[src/rtl/apb_reg_bank_pkg.sv]
// Shared constants, types and helpers for the APB register bank.
package apb_reg_bank_pkg;

  localparam int DW    = 32;
  localparam int SW    = DW / 8;
  localparam int CNT_W = 4;

  localparam logic [7:0] CTRL_BASE    = 8'h00;
  localparam logic [7:0] STATUS_OFS   = 8'h40;
  localparam logic [7:0] IRQ_STAT_OFS = 8'h44;
  localparam logic [7:0] IRQ_EN_OFS   = 8'h48;

  // Slave-side view of the transfer; lags the bus phase by one cycle.
  typedef enum logic [1:0] {
    IDLE,
    SETUP,
    ACCESS
  } apb_state_e;

  // Register targeted by the transfer, decoded once at setup time.
  typedef enum logic [2:0] {
    REG_NONE,
    REG_CTRL,
    REG_STATUS,
    REG_IRQ_STAT,
    REG_IRQ_EN
  } reg_sel_e;

  // Byte-lane merge: lanes with a strobe take wdata, others keep old.
  function automatic logic [DW-1:0] apply_strb(input logic [DW-1:0] old_val,
                                               input logic [DW-1:0] wdata,
                                               input logic [SW-1:0] strb);
    logic [DW-1:0] res;
    res = old_val;
    for (int k = 0; k < SW; k++) begin
      if (strb[k]) res[8*k +: 8] = wdata[8*k +: 8];
    end
    return res;
  endfunction

endpackage

[src/rtl/apb_ifc.sv]
// APB bus bundle shared by the converter (master) and register bank (slave).
interface apb_ifc #(
  parameter int AW = 32,
  parameter int DW = 32
);
  logic [AW-1:0]   paddr;
  logic            psel;
  logic            penable;
  logic            pwrite;
  logic [DW-1:0]   pwdata;
  logic [DW/8-1:0] pstrb;
  logic [2:0]      pprot;
  logic            pready;
  logic [DW-1:0]   prdata;
  logic            pslverr;

  modport master (
    output paddr, psel, penable, pwrite, pwdata, pstrb, pprot,
    input  pready, prdata, pslverr
  );

  modport slave (
    input  paddr, psel, penable, pwrite, pwdata, pstrb, pprot,
    output pready, prdata, pslverr
  );
endinterface

[src/rtl/apb_wait_ctr.sv]
// Loadable down-counter for APB wait states; done while the count is zero.
module apb_wait_ctr #(
  parameter int W = 4
) (
  input  logic         pclk_i,
  input  logic         presetn_i,
  input  logic         load_i,
  input  logic [W-1:0] load_val_i,
  input  logic         dec_i,
  output logic         done_o
);

  logic [W-1:0] cnt_q, cnt_d;

  // Load has priority; otherwise count down and hold at zero.
  always_comb begin
    cnt_d = cnt_q;
    if (load_i) begin
      cnt_d = load_val_i;
    end else if (dec_i && (cnt_q != '0)) begin
      cnt_d = cnt_q - 1'b1;
    end
  end

  // Counter register.
  always_ff @(posedge pclk_i or negedge presetn_i) begin
    if (!presetn_i) cnt_q <= '0;
    else            cnt_q <= cnt_d;
  end

  assign done_o = (cnt_q == '0);

endmodule

[src/rtl/apb_reg_bank.sv]
// APB slave register bank: CTRL RW registers, live STATUS, W1C IRQ pair.
//
// state  | meaning
// IDLE   | no transfer; outputs held at zero
// SETUP  | setup seen last cycle; decode and wait count latched
// ACCESS | access phase; pready once the wait count reaches zero
module apb_reg_bank
  import apb_reg_bank_pkg::*;
#(
  parameter int          AW_APB      = 32,
  parameter int          DW_APB      = 32,
  parameter int          N_CTRL      = 4,
  parameter int          WAIT_STATES = 0,
  parameter logic [31:0] CTRL_RST    = 32'h0
) (
  input  logic                     pclk,
  input  logic                     presetn,
  apb_ifc.slave                    apb,
  input  logic [DW_APB-1:0]        hw_status,
  input  logic [DW_APB-1:0]        hw_event,
  output logic [N_CTRL*DW_APB-1:0] ctrl_o,
  output logic                     irq
);

  if (DW_APB != 32) begin : g_bad_dw
    $error("apb_reg_bank: DW_APB must be 32");
  end
  if (N_CTRL < 1 || N_CTRL > 16) begin : g_bad_nctrl
    $error("apb_reg_bank: N_CTRL must be 1..16");
  end
  if (WAIT_STATES < 0 || WAIT_STATES > 15) begin : g_bad_ws
    $error("apb_reg_bank: WAIT_STATES must be 0..15");
  end

  apb_state_e        state_q, state_d;
  reg_sel_e          region_q, region_d;
  logic [3:0]        idx_q, idx_d;
  logic              wr_q;
  logic              load, done, pready_s, legal, commit;
  logic [7:0]        ofs;
  logic [DW_APB-1:0] rdata;
  logic [DW_APB-1:0] ctrl_q [N_CTRL];
  logic [DW_APB-1:0] ctrl_d [N_CTRL];
  logic [DW_APB-1:0] irq_stat_q, irq_stat_d;
  logic [DW_APB-1:0] irq_en_q, irq_en_d;
  logic [DW_APB-1:0] clr_mask;
  logic              irq_q;
  logic              unused_apb;

  // Upper address bits and protection attributes carry no meaning here.
  assign unused_apb = ^{apb.pprot, apb.paddr[AW_APB-1:8]};

  // Every setup phase restarts the wait count and re-decodes the address.
  assign load = apb.psel && !apb.penable;

  apb_wait_ctr #(.W(CNT_W)) u_wait_ctr (
    .pclk_i     (pclk),
    .presetn_i  (presetn),
    .load_i     (load),
    .load_val_i (CNT_W'(WAIT_STATES)),
    .dec_i      (state_q == ACCESS),
    .done_o     (done)
  );

  // Address decode; a write to STATUS decodes as unmapped.
  always_comb begin
    region_d = REG_NONE;
    idx_d    = '0;
    ofs      = apb.paddr[7:0];
    if (ofs[1:0] == 2'b00) begin
      if (ofs < STATUS_OFS) begin
        if (int'(ofs[5:2]) < N_CTRL) begin
          region_d = REG_CTRL;
          idx_d    = ofs[5:2] - CTRL_BASE[5:2];
        end
      end else if (ofs == STATUS_OFS) begin
        if (!apb.pwrite) region_d = REG_STATUS;
      end else if (ofs == IRQ_STAT_OFS) begin
        region_d = REG_IRQ_STAT;
      end else if (ofs == IRQ_EN_OFS) begin
        region_d = REG_IRQ_EN;
      end
    end
  end

  // FSM state register and latched transfer decode.
  always_ff @(posedge pclk or negedge presetn) begin
    if (!presetn) begin
      state_q  <= IDLE;
      region_q <= REG_NONE;
      idx_q    <= '0;
      wr_q     <= 1'b0;
    end else begin
      state_q <= state_d;
      if (load) begin
        region_q <= region_d;
        idx_q    <= idx_d;
        wr_q     <= apb.pwrite;
      end
    end
  end

  // FSM next state; losing psel mid-transfer abandons it.
  always_comb begin
    state_d = state_q;
    case (state_q)
      IDLE: begin
        if (apb.psel && !apb.penable) state_d = SETUP;
      end
      SETUP: begin
        if (!apb.psel)        state_d = IDLE;
        else if (apb.penable) state_d = ACCESS;
        else                  state_d = SETUP;
      end
      ACCESS: begin
        if (!apb.psel)         state_d = IDLE;
        else if (!apb.penable) state_d = SETUP;
        else if (done)         state_d = IDLE;
      end
      default: state_d = IDLE;
    endcase
  end

  assign pready_s = (state_q == ACCESS) && done;
  assign legal    = (region_q != REG_NONE);
  assign commit   = apb.psel && apb.penable && pready_s && wr_q && legal;

  // Read mux over the latched target.
  always_comb begin
    rdata = '0;
    case (region_q)
      REG_CTRL: begin
        for (int i = 0; i < N_CTRL; i++) begin
          if (idx_q == 4'(i)) rdata = ctrl_q[i];
        end
      end
      REG_STATUS:   rdata = hw_status;
      REG_IRQ_STAT: rdata = irq_stat_q;
      REG_IRQ_EN:   rdata = irq_en_q;
      default:      rdata = '0;
    endcase
  end

  // FSM outputs; prdata is forced to zero outside a successful read.
  always_comb begin
    apb.pready  = 1'b0;
    apb.prdata  = '0;
    apb.pslverr = 1'b0;
    if (pready_s) begin
      apb.pready = 1'b1;
      if (!legal)     apb.pslverr = 1'b1;
      else if (!wr_q) apb.prdata  = rdata;
    end
  end

  // Register next-state: strobed writes, W1C clear with event set winning.
  always_comb begin
    for (int i = 0; i < N_CTRL; i++) begin
      ctrl_d[i] = ctrl_q[i];
      if (commit && region_q == REG_CTRL && idx_q == 4'(i)) begin
        ctrl_d[i] = apply_strb(ctrl_q[i], apb.pwdata, apb.pstrb);
      end
    end
    irq_en_d = irq_en_q;
    if (commit && region_q == REG_IRQ_EN) begin
      irq_en_d = apply_strb(irq_en_q, apb.pwdata, apb.pstrb);
    end
    clr_mask = '0;
    if (commit && region_q == REG_IRQ_STAT) begin
      clr_mask = apply_strb('0, apb.pwdata, apb.pstrb);
    end
    irq_stat_d = (irq_stat_q & ~clr_mask) | hw_event;
  end

  // Register storage and the registered interrupt line.
  always_ff @(posedge pclk or negedge presetn) begin
    if (!presetn) begin
      for (int i = 0; i < N_CTRL; i++) ctrl_q[i] <= CTRL_RST;
      irq_stat_q <= '0;
      irq_en_q   <= '0;
      irq_q      <= 1'b0;
    end else begin
      for (int i = 0; i < N_CTRL; i++) ctrl_q[i] <= ctrl_d[i];
      irq_stat_q <= irq_stat_d;
      irq_en_q   <= irq_en_d;
      irq_q      <= |(irq_stat_q & irq_en_q);
    end
  end

  // Flatten CTRL registers onto the output bus.
  always_comb begin
    ctrl_o = '0;
    for (int i = 0; i < N_CTRL; i++) ctrl_o[i*DW_APB +: DW_APB] = ctrl_q[i];
  end

  assign irq = irq_q;

endmodule

[src/flat_wrapper.sv]
// flat-port wrapper written by rule: the top's interface ports become plain ports
module apb_reg_bank_flat import apb_reg_bank_pkg::*;
#(
  parameter int          AW_APB      = 32,
  parameter int          DW_APB      = 32,
  parameter int          N_CTRL      = 4,
  parameter int          WAIT_STATES = 0,
  parameter logic [31:0] CTRL_RST    = 32'h0
)
  (pclk, presetn, hw_status, hw_event, ctrl_o, irq, apb_paddr, apb_psel, apb_penable, apb_pwrite, apb_pwdata, apb_pstrb, apb_pprot, apb_pready, apb_prdata, apb_pslverr);
  apb_ifc #(.AW(32), .DW(32)) apb_i ();
  input  logic pclk;
  input  logic presetn;
  input  logic [DW_APB-1:0] hw_status;
  input  logic [DW_APB-1:0] hw_event;
  output logic [N_CTRL*DW_APB-1:0] ctrl_o;
  output logic irq;
  input wire logic [$bits(apb_i.paddr)-1:0] apb_paddr;
  input wire logic [$bits(apb_i.psel)-1:0] apb_psel;
  input wire logic [$bits(apb_i.penable)-1:0] apb_penable;
  input wire logic [$bits(apb_i.pwrite)-1:0] apb_pwrite;
  input wire logic [$bits(apb_i.pwdata)-1:0] apb_pwdata;
  input wire logic [$bits(apb_i.pstrb)-1:0] apb_pstrb;
  input wire logic [$bits(apb_i.pprot)-1:0] apb_pprot;
  output wire logic [$bits(apb_i.pready)-1:0] apb_pready;
  output wire logic [$bits(apb_i.prdata)-1:0] apb_prdata;
  output wire logic [$bits(apb_i.pslverr)-1:0] apb_pslverr;
  assign apb_i.paddr = apb_paddr;
  assign apb_i.psel = apb_psel;
  assign apb_i.penable = apb_penable;
  assign apb_i.pwrite = apb_pwrite;
  assign apb_i.pwdata = apb_pwdata;
  assign apb_i.pstrb = apb_pstrb;
  assign apb_i.pprot = apb_pprot;
  assign apb_pready = apb_i.pready;
  assign apb_prdata = apb_i.prdata;
  assign apb_pslverr = apb_i.pslverr;
  apb_reg_bank #(.AW_APB(AW_APB), .DW_APB(DW_APB), .N_CTRL(N_CTRL), .WAIT_STATES(WAIT_STATES), .CTRL_RST(CTRL_RST)) u_core (.pclk(pclk), .presetn(presetn), .apb(apb_i), .hw_status(hw_status), .hw_event(hw_event), .ctrl_o(ctrl_o), .irq(irq));
endmodule
[config.mk]
export PLATFORM = sky130hd
export DESIGN_NAME = apb_reg_bank_flat
export DESIGN_NICKNAME = d
export VERILOG_FILES = /design/src/rtl/apb_reg_bank_pkg.sv /design/src/rtl/apb_ifc.sv /design/src/rtl/apb_wait_ctr.sv /design/src/rtl/apb_reg_bank.sv /design/src/flat_wrapper.sv
export SDC_FILE = /design/constraint.sdc
export NUM_CORES = 1
export LEC_CHECK = 0
export CORE_AREA = 2 2 118 142
export CTS_BUF_LIST = sky130_fd_sc_hd__clkbuf_4
export DETAILED_ROUTE_END_ITERATION = 16
export DIE_AREA = 0 0 120 144
export DONT_BUFFER_PORTS = 1
export GPL_ROUTABILITY_DRIVEN = 0
export PLACE_DENSITY = 0.78
export RECOVER_POWER = 50
export SETUP_SLACK_MARGIN = 0.05
export SYNTH_ARGS = -nofsm -noshare
export SYNTH_HDL_FRONTEND = slang
export SYNTH_HIERARCHICAL = 1
export SYNTH_SLANG_ARGS = --single-unit
[constraint.sdc]
create_clock -name pclk -period 4.2 [get_ports pclk]
set_input_delay 0.84 -clock pclk [delete_from_list [all_inputs] [get_ports pclk]]
set_output_delay 0.84 -clock pclk [all_outputs]
set_load 0.1 [all_outputs]
Yosys cells after proc, flatten, opt, wreduce, memory -nomap -nowiden
Cells that the tools add are included.
- add/subtract/negate cells: 1
- multiply operators: 0
- divide/modulo/power cells: 0
- $lt $le $gt $ge: 2
- equality and inequality tests: 14
- shift operators: 0
- muxes and demuxes: 35
- bitwise gates (word level): 4
- reductions and logical operators: 44
- operators with widths (operator ; number):
    $mux W32 ; 8
    $pmux W32 S4 ; 1
    $and A32 B32 Y32 ; 2
    $reduce_and A2 Y1 ; 21
    $mux W8 ; 4
    $not A32 Y32 ; 1
    $or A32 B32 Y32 ; 1
    $reduce_or A32 Y1 ; 1
    $eq A8 B7 Y1 const B ; 3
    $mux W4 ; 5
    $mux W3 ; 5
    $logic_and A1 B1 Y1 ; 14
    $mux W2 ; 7
    $eq A4 B2 Y1 const B ; 2
    $logic_not A4 Y1 ; 2
    $lt A8 B7 Y1 const B ; 1
    $eq A3 B2 Y1 const B ; 2
    $pmux W2 S3 ; 1
    $eq A4 B1 Y1 const B ; 1
    $logic_not A2 Y1 ; 2
    $lt A4 B3 Y1 const B ; 1
    $mux W1 ; 4
    $ne A4 B3 Y1 const B ; 1
    $reduce_bool A4 Y1 ; 1
    9 further kinds ; 9
- flip-flop bits (word level): 207
- bits in latches: 0
- bits in writable memories: 0
- bits in read-only memories: 0
- input bits: 140
- output and inout port bits: 163
- logic and storage cells: 127
- memories: 0

Longest topological paths before layout
- depth after elaboration: 10
- depth in mapped cells: 10

Hierarchy
The synthesis kept the hierarchy.
- by module, submodules not included (module ; instances ; cells an instance ; area each (um^2) ; seq. area each (um^2)):
    apb_reg_bank ; 1 ; 830 ; 9895.7 ; 5079.9
    apb_wait_ctr ; 1 ; 27 ; 252.7 ; 100.1

Least setup slack after synthesis
Ideal clock, no wire load.
- path type: register -> output
- start: register u_core.u_wait_ctr.cnt_q[0]
- end: output apb_pslverr
- arrival: 4.143 ns
- required time: 3.360 ns
- setup slack: -0.783 ns
- stages on the path, launching flop included: 7
- cells stage by stage: dfrtp_1 inv_1 ha_1 or3b_4 inv_1 nand3b_1 nor4_1
- word-level cells in the longest chain between the ends: 3
- ends and longest elaborated chain (element ; line ; source):
    start: declaration ; apb_wait_ctr.sv:13 ; logic [W-1:0] cnt_q, cnt_d;
    start signal: assignment ; apb_wait_ctr.sv:28 ; else cnt_q <= cnt_d;
    $logic_not A4 Y1 ; apb_wait_ctr.sv:31 ; assign done_o = (cnt_q == '0);
    named net u_core.done ; apb_reg_bank.sv:39 ; logic load, done, pready_s, legal, commit;
    $logic_and A1 B1 Y1 ; apb_reg_bank.sv:124 ; assign pready_s = (state_q == ACCESS) && done;
    $mux W1 ; apb_reg_bank.sv:149 ; if (pready_s) begin
    end: declaration ; flat_wrapper.sv:27 ; output wire logic [$bits(apb_i.pslverr)-1:0] apb_pslverr;
The timed path passes the listed nets, and every way through them passes these cells.

Worst setup path after layout
- start: register u_core.u_wait_ctr.cnt_q[0]
- end: output apb_prdata[22]
- word-level cells in the longest chain between the ends: 3
- ends and longest elaborated chain (element ; line ; source):
    $logic_not A4 Y1 ; apb_wait_ctr.sv:31 ;
    named net u_core.done ; apb_reg_bank.sv:39 ;
    $logic_and A1 B1 Y1 ; apb_reg_bank.sv:124 ;
    $mux W32 ; apb_reg_bank.sv:149 ;
    end: declaration ; flat_wrapper.sv:26 ; output wire logic [$bits(apb_i.prdata)-1:0] apb_prdata;
The timed path passes the listed nets, and every way through them passes these cells.

==> metrics.yaml <==
status:
  outcome: "finished, violations left"
  violations: "hold timing"
logic_synthesis:
  synthAdderAreaFrac_pct: 0.123
  async_flop_share_pct: 100
  synth_ff_type: "dfrtp_1"
  synth-seq-cells: 207
  yosys_warnings: 6
  yosysMostFrequentCell: "dfrtp_1"
  synthDistinctLibCells: 45
  synthTopCellsByArea: "dfrtp_1, mux2_2, mux2i_1"
  netlist.area_leader.share_pct: 51.0
  synth-compound-area-share_pct: 10.2
  yosys.area_share.simple_pct: 8.91
  yosysTopAreaCell: "dfrtp_1"
  synth_commonest_cells: "dfrtp_1, mux2_2, nand2_1"
  syn_inst: 857
  syn-cell-area_um2: 10100
  synth.area.mux_share_pct: 27.8
  synth_top_family_by_area: "multiplexers"
  synth-edff-count: 0
  synth_xor_area_share_pct: 0
  yosysSeqAreaShare_pct: 51.0
  avgSynthCellArea_um2: 11.8
floorplan:
  floorplan.die.width_um: 120
  die_area_um2: 17300
  io_pins: 303
  die_y_um: 144
  core_area_um2: 16000
  initial_core_util_pct: 63.4
  rows: 51
clock_network:
  htreeDepth: 2
  root_buffer: "clkbuf_4"
  clk_pin_slew_ns: 0.07
  cts_buffer_depth: 3
  clk_latency_ns: 0.64
  numCtsBuffers: 51
  clkSinkCount: 207
  cts_tree: "yes"
placement:
  io_buffers: 0
  dp_hpwl_um: 20600
  dp.cells: 1081
global_routing:
  grt_pass1_wl_um: 44800
  grt_overflow: 0
  grt_pass1_vias: 8119
  grt_max_degree: 208
  antenna_found_initial: 1
  grt.total_usage_pct: 33.8
pwr:
  vdd_drop_max_uv: 258
  power_density_nw_per_um2: 318
  p_leak_nw: 4.96
worst_hold_path:
  min_path_type: "primary input to async pin"
setup_path:
  worst-path-buf-inv: 4
  required_ns: 3.36
  crit_path_top_delay_cell: "or3b_1"
  rr_startpoint: "u_core/u_wait_ctr/cnt_q[0]"
  path_cells: "inv_1 > ha_1 > or3b_1 > inv_1 > nand3b_1 > nor2_1 > o21ai_4 > buf_6 > a21oi_2 > buf_4"
  cp-start-kind: "flop"
  timing.rr.end: "u_core/ctrl_o[62]"
  max_stage_delay_ns: 0.45
  crit_path_end_kind: "primary output"
  cp_common_cell: "inv_1"
  critical_path_class: "flop to primary output"
  cp.depth: 10
  r2r_slack_ns: 1.32
  critPathMaxFanout: 17
  cp_top_family: "simple AND/OR/NAND/NOR gates"
  crit_arrival_ns: 3.00
  r2r_cells: 10
cells_and_area:
  nFillCells: 1159
  drive_gt1_share_pct: 38.4
  finalNonFillerCells: 1169
  nets: 1069
  synthToLayoutAreaGrowth_pct: 12.5
detailed_routing:
  drt_iter0_drc: 631
  detail-route-antenna-nets: 0
  wl_um: 29400
  dr.pass1.iters: 5
  num_vias: 7557
  drc: 0
  wl_per_cell_um: 25.2
  vias_per_cell: 6.46
sta:
  max_freq_ghz: 0.260
  max-slew-margin-rel_pct: 27.4
  min_period_ns: 3.84
  finalSetupTns_ns: 0
  rsz0062_at_grt: "false"
  finalSetupViolCount: 0
  holdWs_ns: -0.0906
  report.final.slew_viol_count: 0
  hold_viol: 207
  final.setup_skew_ns: 0.0406
  tightest_slew_ns: 1.09
  finalCritPeriodShare_pct: 91.4
flow_run:
  drv_cap: 0
-- how the worst max path moves through the flow --
stage                          end                        from  slack [ns]
global route        apb_prdata[24]  u_core/u_wait_ctr/cnt_q[0]        0.19
global placement    apb_prdata[16]  u_core/u_wait_ctr/cnt_q[0]        0.62
CTS                 apb_prdata[23]  u_core/u_wait_ctr/cnt_q[0]        0.12
detailed placement  apb_prdata[23]  u_core/u_wait_ctr/cnt_q[0]        0.52
floorplan           apb_prdata[10]  u_core/u_wait_ctr/cnt_q[0]        0.15
finish              apb_prdata[22]  u_core/u_wait_ctr/cnt_q[0]        0.36
-- power by group --
part           internal, W  switching, W  leakage (nW)
logic            0.0000319     0.0000404          1.89
registers          0.00200     0.0000124          2.71
clock network     0.000786      0.000760         0.353
-- placed cells by master (no fill, tap or decap), types with 3 or more instances in the layout --
cell and count:
clkbuf_4 73, mux2_1 7, a22oi_1 16, nand4_1 4
conb_1 4, nand2_1 88, nor2_1 38, buf_4 51
nor4_1 8, a21o_1 32, dfrtp_1 205, o211ai_1 32
clkinv_1 6, mux2_2 186, a21oi_1 37, inv_1 11
and3_1 4, a21oi_2 32, mux2i_1 65, nand3_1 5
o21ai_0 3, nand2b_1 5, nor2_4 8
-- final cells by class --
| cell class | count | area (µm²) | area share [%] |
|---|---|---|---|
| clock buffers | 73 | 548 | 4.80 |
| flip-flops and latches | 207 | 5180 | 45.4 |
| diodes | 1 | 2.50 | 0.0219 |
| repair buffers | 52 | 394 | 3.45 |
| well taps | 212 | 265 | 2.32 |
| clock inverters | 8 | 31.3 | 0.274 |
| multi-input cells | 605 | 4950 | 43.3 |
| inverters | 11 | 41.3 | 0.362 |
-- worst register-to-register path, stage by stage (launching register included) --
cell	delay (ns)
dfrtp_1	0.38
inv_1	0.10
ha_1	0.23
or3b_1	0.45
inv_1	0.10
nand3b_1	0.12
buf_4	0.20
inv_1	0.14
and3_1	0.29
nand2_1	0.34
mux2_2	0.40
-- cells by family after synthesis --
logic type | Yosys count
compound gates | 161
buf+inv | 48
fa+ha+maj | 1
simple gates | 181
other cells | 1
mux | 258
flops | 207
-- state kept, by name, summed over array words and instances, names as in the netlist --
name	cells
u_core/irq_stat_q	32
u_core/ctrl_o	128
u_core/region_q	3
u_core/idx_q	4
u_core/u_wait_ctr/cnt_q	4
u_core/irq	1
u_core/wr_q	1
u_core/irq_en_q	32
u_core/state_q	2
-- metrics by stage --
step	total power, W	worst slack [ns]	util [%]	hold slack [ns]	area (µm²)
final	0.00363	0.361	71.3	-0.0906	11400
after global routing	0.00379	0.190	71.3	-0.138	11400
after CTS	0.00367	0.122	71.0	-0.142	11400
after detailed placement	0.00212	0.523	67.4	0.501	10800
after global placement	0.00212	0.620	67.4	0.490	10800
after floorplan	0.00211	0.146	-	0.472	10200
-- per-layer routing --
layer  vias up  GRT usage, %  routed length [µm]
li1       3284             -                   -
met1      3798          39.2               10500
met2       396          57.2               14900
met3        79          10.7                2960
met4         0          16.2                1060
met5         -             0                   0
-- what timing repair did --
action / 4_1_cts / 5_1_grt
setup endpoints to repair: 17 / 17
hold endpoints to repair: 207 / 207
gates resized for setup: 0 / 1
cloned: 0 / 0
setup buffers: 1 / 5
(Power assumes the default switching activity.)
